===== config.mk =====
export PLATFORM = sky130hd
export DESIGN_NAME = branch_resolve_unit
export DESIGN_NICKNAME = d
export VERILOG_FILES = /design/src/rtl/branch_resolve_unit.sv
export SDC_FILE = /design/constraint.sdc
export NUM_CORES = 1
export LEC_CHECK = 0
export CAP_MARGIN = 20
export CORE_ASPECT_RATIO = 0.7
export CORE_UTILIZATION = 30
export CTS_CLUSTER_SIZE = 28
export DETAILED_ROUTE_END_ITERATION = 12
export PLACE_DENSITY_LB_ADDON = 0.25
export SLEW_MARGIN = 20
export SYNTH_ARGS = -nofsm -noshare
export SYNTH_HDL_FRONTEND = slang
export SYNTH_SLANG_ARGS = --single-unit

===== constraint.sdc =====
create_clock -name clk -period 5.4 [get_ports clk]
set_input_delay 0.81 -clock clk [delete_from_list [all_inputs] [get_ports clk]]
set_output_delay 0.81 -clock clk [all_outputs]
set_load 0.005 [all_outputs]

===== src/rtl/branch_resolve_unit.sv =====
// Decode-stage branch resolution: holds the F->D branch, resolves it against the
// fetch-stage prediction, strobes predictor updates and drives redirect/flush.
module branch_resolve_unit #(
    parameter int unsigned FLUSH_CYCLES = 1,
    parameter int unsigned CNT_W        = 16
) (
    input  logic             clk,
    input  logic             rst,
    input  logic [31:0]      instr_f,
    input  logic [31:0]      pc_plus4_f,
    input  logic             pred_taken_f,
    input  logic [31:0]      pred_target_f,
    input  logic             valid_f,
    input  logic             stall_d,
    input  logic [31:0]      rs_val_d,
    input  logic [31:0]      rt_val_d,
    output logic             Branch_flag_BGEZ,
    output logic             Branch_flag_BLTZ,
    output logic             Branch_flag_BEQ,
    output logic             Branch_flag_BNE,
    output logic             Branch_flag_BLEZ,
    output logic             Branch_flag_BGTZ,
    output logic [5:0]       Branch_taken,
    output logic             mispredict,
    output logic [31:0]      redirect_pc,
    output logic             flush_fd,
    output logic [CNT_W-1:0] branch_cnt,
    output logic [CNT_W-1:0] mispred_cnt
);

    typedef enum logic {
        IDLE,
        RECOVER
    } state_t;

    localparam logic [2:0] RECOVER_LEN = 3'(FLUSH_CYCLES - 1);

    state_t      state, state_next;
    logic [2:0]  cnt, cnt_next;

    logic [31:0] instr_d;
    logic [31:0] pc_plus4_d;
    logic        pred_taken_d;
    logic [31:0] pred_target_d;
    logic        valid_d;

    logic [5:0]  br_sel;
    logic        is_branch;
    logic        taken;
    logic [31:0] target;
    logic        resolve;
    logic [5:0]  flag_q;
    logic [5:0]  taken_q;

    // rs field is not decoded: its value arrives already forwarded on rs_val_d
    logic        unused_rs_field;
    assign unused_rs_field = ^instr_d[25:21];

    always_ff @(posedge clk or negedge rst) begin
        if (!rst) begin
            instr_d       <= '0;
            pc_plus4_d    <= '0;
            pred_taken_d  <= 1'b0;
            pred_target_d <= '0;
            valid_d       <= 1'b0;
        end else if (flush_fd) begin
            valid_d       <= 1'b0;
        end else if (!stall_d) begin
            instr_d       <= instr_f;
            pc_plus4_d    <= pc_plus4_f;
            pred_taken_d  <= pred_taken_f;
            pred_target_d <= pred_target_f;
            valid_d       <= valid_f;
        end
    end

    always_comb begin
        br_sel = '0;
        taken  = 1'b0;
        case (instr_d[31:26])
            6'b000001: begin
                if (instr_d[20:16] == 5'b00001) begin
                    br_sel[0] = 1'b1;
                    taken     = !rs_val_d[31];
                end else if (instr_d[20:16] == 5'b00000) begin
                    br_sel[1] = 1'b1;
                    taken     = rs_val_d[31];
                end
            end
            6'b000100: begin
                br_sel[2] = 1'b1;
                taken     = (rs_val_d == rt_val_d);
            end
            6'b000101: begin
                br_sel[3] = 1'b1;
                taken     = (rs_val_d != rt_val_d);
            end
            6'b000110: begin
                br_sel[4] = 1'b1;
                taken     = ($signed(rs_val_d) <= 32'sd0);
            end
            6'b000111: begin
                br_sel[5] = 1'b1;
                taken     = ($signed(rs_val_d) > 32'sd0);
            end
            default: begin
                br_sel = '0;
                taken  = 1'b0;
            end
        endcase
    end

    assign is_branch   = |br_sel;
    assign target      = pc_plus4_d + {{14{instr_d[15]}}, instr_d[15:0], 2'b00};
    assign resolve     = valid_d & is_branch & !stall_d & (state == IDLE);
    assign mispredict  = resolve & ((taken != pred_taken_d) |
                                    (taken & (pred_target_d != target)));
    assign redirect_pc = taken ? target : pc_plus4_d;

    always_ff @(posedge clk or negedge rst) begin
        if (!rst) begin
            state <= IDLE;
            cnt   <= '0;
        end else begin
            state <= state_next;
            cnt   <= cnt_next;
        end
    end

    // The mispredict cycle itself is the first flush cycle, so RECOVER
    // covers the remaining FLUSH_CYCLES-1 cycles.
    always_comb begin
        state_next = state;
        cnt_next   = cnt;
        flush_fd   = 1'b0;
        case (state)
            IDLE: begin
                flush_fd = mispredict;
                if (mispredict && (FLUSH_CYCLES > 1)) begin
                    state_next = RECOVER;
                    cnt_next   = RECOVER_LEN;
                end
            end
            RECOVER: begin
                flush_fd = 1'b1;
                cnt_next = cnt - 3'd1;
                if (cnt_next == '0) begin
                    state_next = IDLE;
                end
            end
            default: begin
                state_next = IDLE;
            end
        endcase
    end

    always_ff @(posedge clk or negedge rst) begin
        if (!rst) begin
            flag_q      <= '0;
            taken_q     <= '0;
            branch_cnt  <= '0;
            mispred_cnt <= '0;
        end else begin
            flag_q  <= resolve ? br_sel : '0;
            taken_q <= (resolve && taken) ? br_sel : '0;
            if (resolve && (branch_cnt != '1)) begin
                branch_cnt <= branch_cnt + 1'b1;
            end
            if (mispredict && (mispred_cnt != '1)) begin
                mispred_cnt <= mispred_cnt + 1'b1;
            end
        end
    end

    assign Branch_flag_BGEZ = flag_q[0];
    assign Branch_flag_BLTZ = flag_q[1];
    assign Branch_flag_BEQ  = flag_q[2];
    assign Branch_flag_BNE  = flag_q[3];
    assign Branch_flag_BLEZ = flag_q[4];
    assign Branch_flag_BGTZ = flag_q[5];
    assign Branch_taken     = taken_q;

endmodule


Yosys cells after proc, flatten, opt, wreduce, memory -nomap -nowiden

Cells that the tools add are included.

Register bits after elaboration: 146
Input bits: 165
Output and inout bits: 78
Logic and storage cells: 67

Add/subtract/negate cells: 4
$lt $le $gt $ge: 2
Equality and inequality tests: 13
Muxes and demuxes: 19
Bitwise logic cells: 9
Reductions and logical operators: 9

Operators by type and width:

| cell                    | count |
|---|---|
| $ne A32 B32 Y1          | 2 |
| $add A16 B1 Y16 const B | 2 |
| $add A32 B32 Y32        | 1 |
| $eq A32 B32 Y1          | 1 |
| $gt A32 B1 Y1 const B   | 1 |
| $le A32 B1 Y1 const B   | 1 |
| $mux W32                | 1 |
| $ne A16 B16 Y1 const B  | 2 |
| $eq A6 B3 Y1 const B    | 4 |
| $mux W1                 | 13 |
| $mux W6                 | 2 |
| $eq A6 B1 Y1 const B    | 1 |
| $reduce_or A6 Y1        | 1 |
| $and A1 B1 Y1           | 5 |
| $eq A5 B1 Y1 const B    | 1 |
| $logic_not A5 Y1        | 1 |
| $pmux W1 S5             | 1 |
| $logic_and A1 B1 Y1     | 3 |
| $logic_not A3 Y1        | 1 |
| $not A1 Y1              | 3 |
| $sub A3 B1 Y3 const B   | 1 |
| $logic_not A1 Y1        | 2 |
| $mux W2                 | 1 |
| $ne A2 B1 Y1 const B    | 1 |
| other kinds (4)         | 4 |

Logic depth before layout (Yosys ltp)

Depth after elaboration: 12
Gate-level depth with buffers: 16
Gate-level depth less buffers: 14

Worst setup path before layout

OpenSTA, ideal clock, no wires.

Path type: register to output
From: register instr_d[15]
To: output port flush_fd
Data arrival time: 3.441 ns
Data required time: 4.590 ns
Path slack: 1.149 ns
Cell stages (with the launch flop): 13
Path buffers: 1
Path through: dfrtp_1 > ha_1 > clkbuf_1 > nand2_1 > nor3b_1 > nand2_1 > mux2_2 > a22o_1 > or4_1 > nor4_2 > nand4_2 > and2_1 > or2_1

Longest elaborated chain between the ends: 6

RTL lines:

| what                     | line | text |
|---|---|---|
| start: declaration       | 41   | `logic [31:0] instr_d;` |
| start signal: assignment | 69   | `instr_d <= instr_f;` |
| $add A32 B32 Y32         | 114  | `assign target = pc_plus4_d + {{14{instr_d[15]}}, instr_d[15:0], 2'b00};` |
| $ne A32 B32 Y1           | 117  | `(taken & (pred_target_d != target)));` |
| $and A1 B1 Y1            | 117  |  |
| $or A1 B1 Y1             | 116  | `assign mispredict = resolve & ((taken != pred_taken_d) \|` |
| $and A1 B1 Y1            | 116  |  |
| via mispredict           | 24   | `output logic mispredict,` |
| $pmux W1 S2              | 136  | `case (state)` |
| end: declaration         | 26   | `output logic flush_fd,` |

The timed path passes the listed nets, and every way through them passes these cells.

Final worst setup path

From: register pc_plus4_d[2]
To: output port mispredict

Longest elaborated chain between the ends: 5

RTL lines:

| what                     | line | text |
|---|---|---|
| start: declaration       | 42   | `logic [31:0] pc_plus4_d;` |
| start signal: assignment | 70   | `pc_plus4_d <= pc_plus4_f;` |
| $add A32 B32 Y32         | 114  |  |
| $ne A32 B32 Y1           | 117  |  |
| $and A1 B1 Y1            | 117  |  |
| $or A1 B1 Y1             | 116  |  |
| $and A1 B1 Y1            | 116  |  |
| end: declaration         | 24   |  |

Every way passes these cells.

==> summary by stage <==
Floorplan
The number of I/O pins is 243. In this run the vertical extent of the chip is 145.4 um. The die is 206.9 um wide. The floorplan has 52 rows. The area of the core is 28890 um^2.

The die outline area is 30090 um^2. The initial utilization of the core area, before any placement, comes to 30.52%.

Timing
The max-slew violation count is 0. The final total negative setup slack is 0 ns. The hold violation count in the final report came to 0. Between clock sinks in the finished design, the worst skew comes to 0.01760 ns. Setup repair after global routing left no endpoint under its margin. The minimum clock period is 5.107 ns.

The worst hold slack after final layout is 0.4533 ns. The worst path uses 94.58% of the clock period. Once routing completed, OpenROAD measured the worst setup slack at 0.2929 ns. Setup violations remaining at the end of the flow were counted as 0. The maximum clock frequency is 0.1958 GHz. The worst-case headroom to the max-slew limit is 39.90%. The transition at the pin with the smallest max-transition slack is 0.9014 ns.

Synth
Ranked by total cell area, the synthesized netlist is headed by dfrtp_1 (40%), mux2_1 (12%), xor2_1 (6.2%), xnor2_1 (5.5%), ha_1 (4.7%). A synthesized cell averages 10.55 um^2. Sequential cells were found to cover 40.02% of the synthesized design area. The number of distinct library cell variants in the gate-level netlist after synthesis is 73. The fraction of post-synthesis cell area in the top cell type by area is 40.02%. The total nets after synthesis is 1035.

The largest total area in the synthesized netlist belongs to dfrtp_1. In the synthesized netlist the async set-or-reset flop fraction comes to 100.0%. The number of cells produced by synthesis is 836.

Among all flip-flop cells after synthesis, the most frequent one is dfrtp_1. The synthesized cell area is 8816 um^2. During synthesis, Yosys emitted a total of 0 warnings. Counting flops and latches in the post-synthesis netlist gives 141. The number of flops mapped to enable cells by yosys is 0.

Pwr
Dividing total power by cell area gives a power density of 286.1 nW/um^2. The cell leakage power is 5.123 nW. The total power draw is 3.520 mW. The worst-case IR drop observed on VDD is 0.2107 mV.

Worst setup path
The data arrival at the endpoint of the critical path is 4.30 ns. STA puts the critical path data required time at 4.59 ns. The endpoint kind of the worst setup timing path is an output pin. The kind of start point of the critical path is a register. The largest fanout on the critical path is 7. The worst setup path is of the register to output pin kind.

Detailed routing
Summed over all layers, the routed wires come to 25.76 mm. After detailed routing, the number of remaining DRC violations is 8. For this block, the initial DRC count from the detailed router was 308.

The detail-routed via count per cell is 4.907. Once detail routing completed, the nets flagged for antenna violations numbered 0. The routed layout has 7159 vias. Dividing the detail-routed wire length by the instance count gives 17.66 um. The pre-antenna-repair detailed-routing pass consisted of 8 iterations.

Clock tree
Clock tree synthesis inserted a total of 17 buffers. The CTS tree is built. The clock transition at the registers of the reported paths is 0.07 ns.

The clock tree root driver cell is clkbuf_16. For this design, the sink count on the clock tree is 141. The maximum buffer depth of the clock tree is 2. The CTS H-tree depth is 4. The worst-skew pair later-pin latency is 0.43 ns. Hold repair after CTS inserted 0 buffers.

Place
Before CTS, the worst setup slack after placement is 0.1731 ns. The congestion estimate from routability-driven global placement came to 0.8250. Once placement finished, the instance area stood at 11590 um^2.

Input and output buffers added on the ports amount to 237. In this run, placement finished with an instance count of 1422. The HPWL after detailed placement is 19.71 mm.

Outcome
The flow ran to the end, but the final reports show violations. The checks that failed: design-rule violations.

Layout
Once layout is done, the placed cells without fillers occupy 12300 um^2. The finished layout holds 1459 standard cells, fillers aside. Fill cells in the final layout number 2794. 0 antenna diodes ended up in the layout.

Cells with a size suffix above 1 make up 9.898% of the layout. The area growth from synthesis to final layout is 39.57%. The final core utilization is 42.59%.

The layout net count is 1267.

GRT
The wire length of the first global-routing pass is 40.32 mm. The number of antenna violations at the first check in global routing is 1. The all-layer global routing usage is 17.39%. The number of global-route vias before repair came to 7031. The leftover overflow at the end of global routing is 0. Entering global routing, the biggest net connects 95 pins.

Flow run
Max-cap violations in this run came to 0.

Worst hold path
The path class of the tightest hold or removal check is primary input to async pin.
==> state kept, by name, summed over array words and instances, names as in the netlist, 3 cells and up <==
name,flops
Branch_taken,6
branch_cnt,16
cnt,3
flag_q,6
instr_d,27
mispred_cnt,16
pc_plus4_d,32
pred_target_d,32
==> per-layer routing <==
metal	GRT usage, %	share of wire, %
met1	26.79	52
met5	0	0.070
met3	3.807	4.7
met4	3.175	0.67
met2	24.72	43
==> cell usage in the layout, fill, tap and decap left out, types with 4 or more instances in the layout <==
| cell | n |
|---|---|
| buf_4 | 14 |
| nand2_1 | 55 |
| nor2b_1 | 6 |
| nor3_1 | 11 |
| o31ai_1 | 4 |
| mux2_2 | 17 |
| o21a_1 | 6 |
| o21ai_0 | 27 |
| clkinv_2 | 4 |
| mux2_1 | 92 |
| xor2_1 | 62 |
| nand3_1 | 24 |
| buf_12 | 4 |
| xnor3_1 | 4 |
| ha_2 | 5 |
| nor2_1 | 36 |
| nand4_1 | 25 |
| a21oi_1 | 28 |
| mux2i_1 | 4 |
| a211oi_1 | 5 |
| dfrtp_1 | 141 |
| clkdlybuf4s50_1 | 235 |
| inv_1 | 11 |
| and3_1 | 18 |
| ha_1 | 28 |
| and2_1 | 6 |
| a21o_1 | 15 |
| clkbuf_16 | 17 |
| nor4_1 | 20 |
| xnor2_1 | 54 |
| nand2b_1 | 9 |
| o21bai_1 | 4 |
| clkinvlp_4 | 4 |
| o21ai_1 | 5 |
==> cells by family (layout without fill, tap and decap cells) <==
logic type               count (synthesis)  count (layout)  synth area share (%)
XOR/XNOR                               123             123                 13.18
multiplexers                           113             113                 14.38
buffers and inverters                   53             298                 3.122
adder cells (fa/ha/maj)                 34              34                 4.911
AND/OR/NAND/NOR                        243             243                 14.70
AO/OA/AOI/OAI                          129             129                 9.679
flip-flops                             141             141                 40.02
==> critical path, cell delays in order (launching register included) <==
cell and delay, ns:
dfrtp_1 0.40, ha_1 0.20, inv_1 0.09, fa_2 0.22, nor2b_2 0.06, o2111ai_2 0.25, a31o_4 0.23, nand2_4 0.11
a311oi_4 0.36, xnor3_1 0.29, or4b_4 0.57, nor4_4 0.30, nand4_2 0.17, and2_4 0.18, clkdlybuf4s50_1 0.45
==> cell type report <==
type,count,area (um^2),share of cell area [%]
Sequential cell,141,3528,28.68
Timing Repair Buffer,255,2561,20.82
Multi-Input combinational cell,642,5174,42.05
Clock buffer,19,432.9,3.518
Inverter,11,41.29,0.3356
Clock inverter,13,93.84,0.7627
Tap cell,378,473.0,3.844
==> timing repair <==
item                                   4_1_cts  5_1_grt
setup buffers                                0        5
endpoints found under the hold margin        0        0
resized for setup                           10       23
setup endpoints to repair                    2        2
pin swaps                                    3        8
==> worst paths after layout <==
check | startpoint | to | slack, ns | cells after the start
min | rst | branch_cnt[7]$_DFFE_PN0P_ | 0.45 | 1
max reg2reg | pc_plus4_d[2]$_DFFE_PN0P_ | pred_target_d[20]$_DFFE_PN0P_ | 0.65 | 17
max | pc_plus4_d[2]$_DFFE_PN0P_ | mispredict | 0.29 | 14
min in group clk | pred_taken_d$_DFFE_PN0P_ | pred_taken_d$_DFFE_PN0P_ | 0.48 | 1
max in group asynchronous | rst | pred_target_d[14]$_DFFE_PN0P_ | 3.66 | 2
min reg2reg | pred_taken_d$_DFFE_PN0P_ | pred_taken_d$_DFFE_PN0P_ | 0.48 | 1
==> synth_stat cells, types with 4 or more instances <==
| library cell | instances |
|---|---|
| dfrtp_1 | 141 |
| mux2_1 | 92 |
| xor2_1 | 62 |
| nand2_1 | 55 |
| xnor2_1 | 55 |
| nor2_1 | 39 |
| ha_1 | 33 |
| a21oi_1 | 29 |
| o21ai_0 | 29 |
| clkbuf_1 | 26 |
| nand4_1 | 25 |
| nand3_1 | 24 |
| nor4_1 | 21 |
| and3_1 | 18 |
| mux2_2 | 17 |
| a21o_1 | 15 |
| nor3_1 | 12 |
| inv_1 | 11 |
| nand2b_1 | 9 |
| buf_6 | 8 |
| a211oi_1 | 7 |
| and2_1 | 7 |
| nor2b_1 | 7 |
| o21a_1 | 6 |
| o21ai_1 | 5 |
| mux2i_1 | 4 |
| o21bai_1 | 4 |
| o31ai_1 | 4 |
| xnor3_1 | 4 |
==> where the power goes <==
| part | total [mW] | internal [mW] | switching, mW |
|---|---|---|---|
| combinational | 1.21 | 0.617 | 0.595 |
| sequential | 1.23 | 1.14 | 0.0826 |
| clock | 1.08 | 0.589 | 0.493 |
Note: power is estimated with default switching activity, not from simulation.
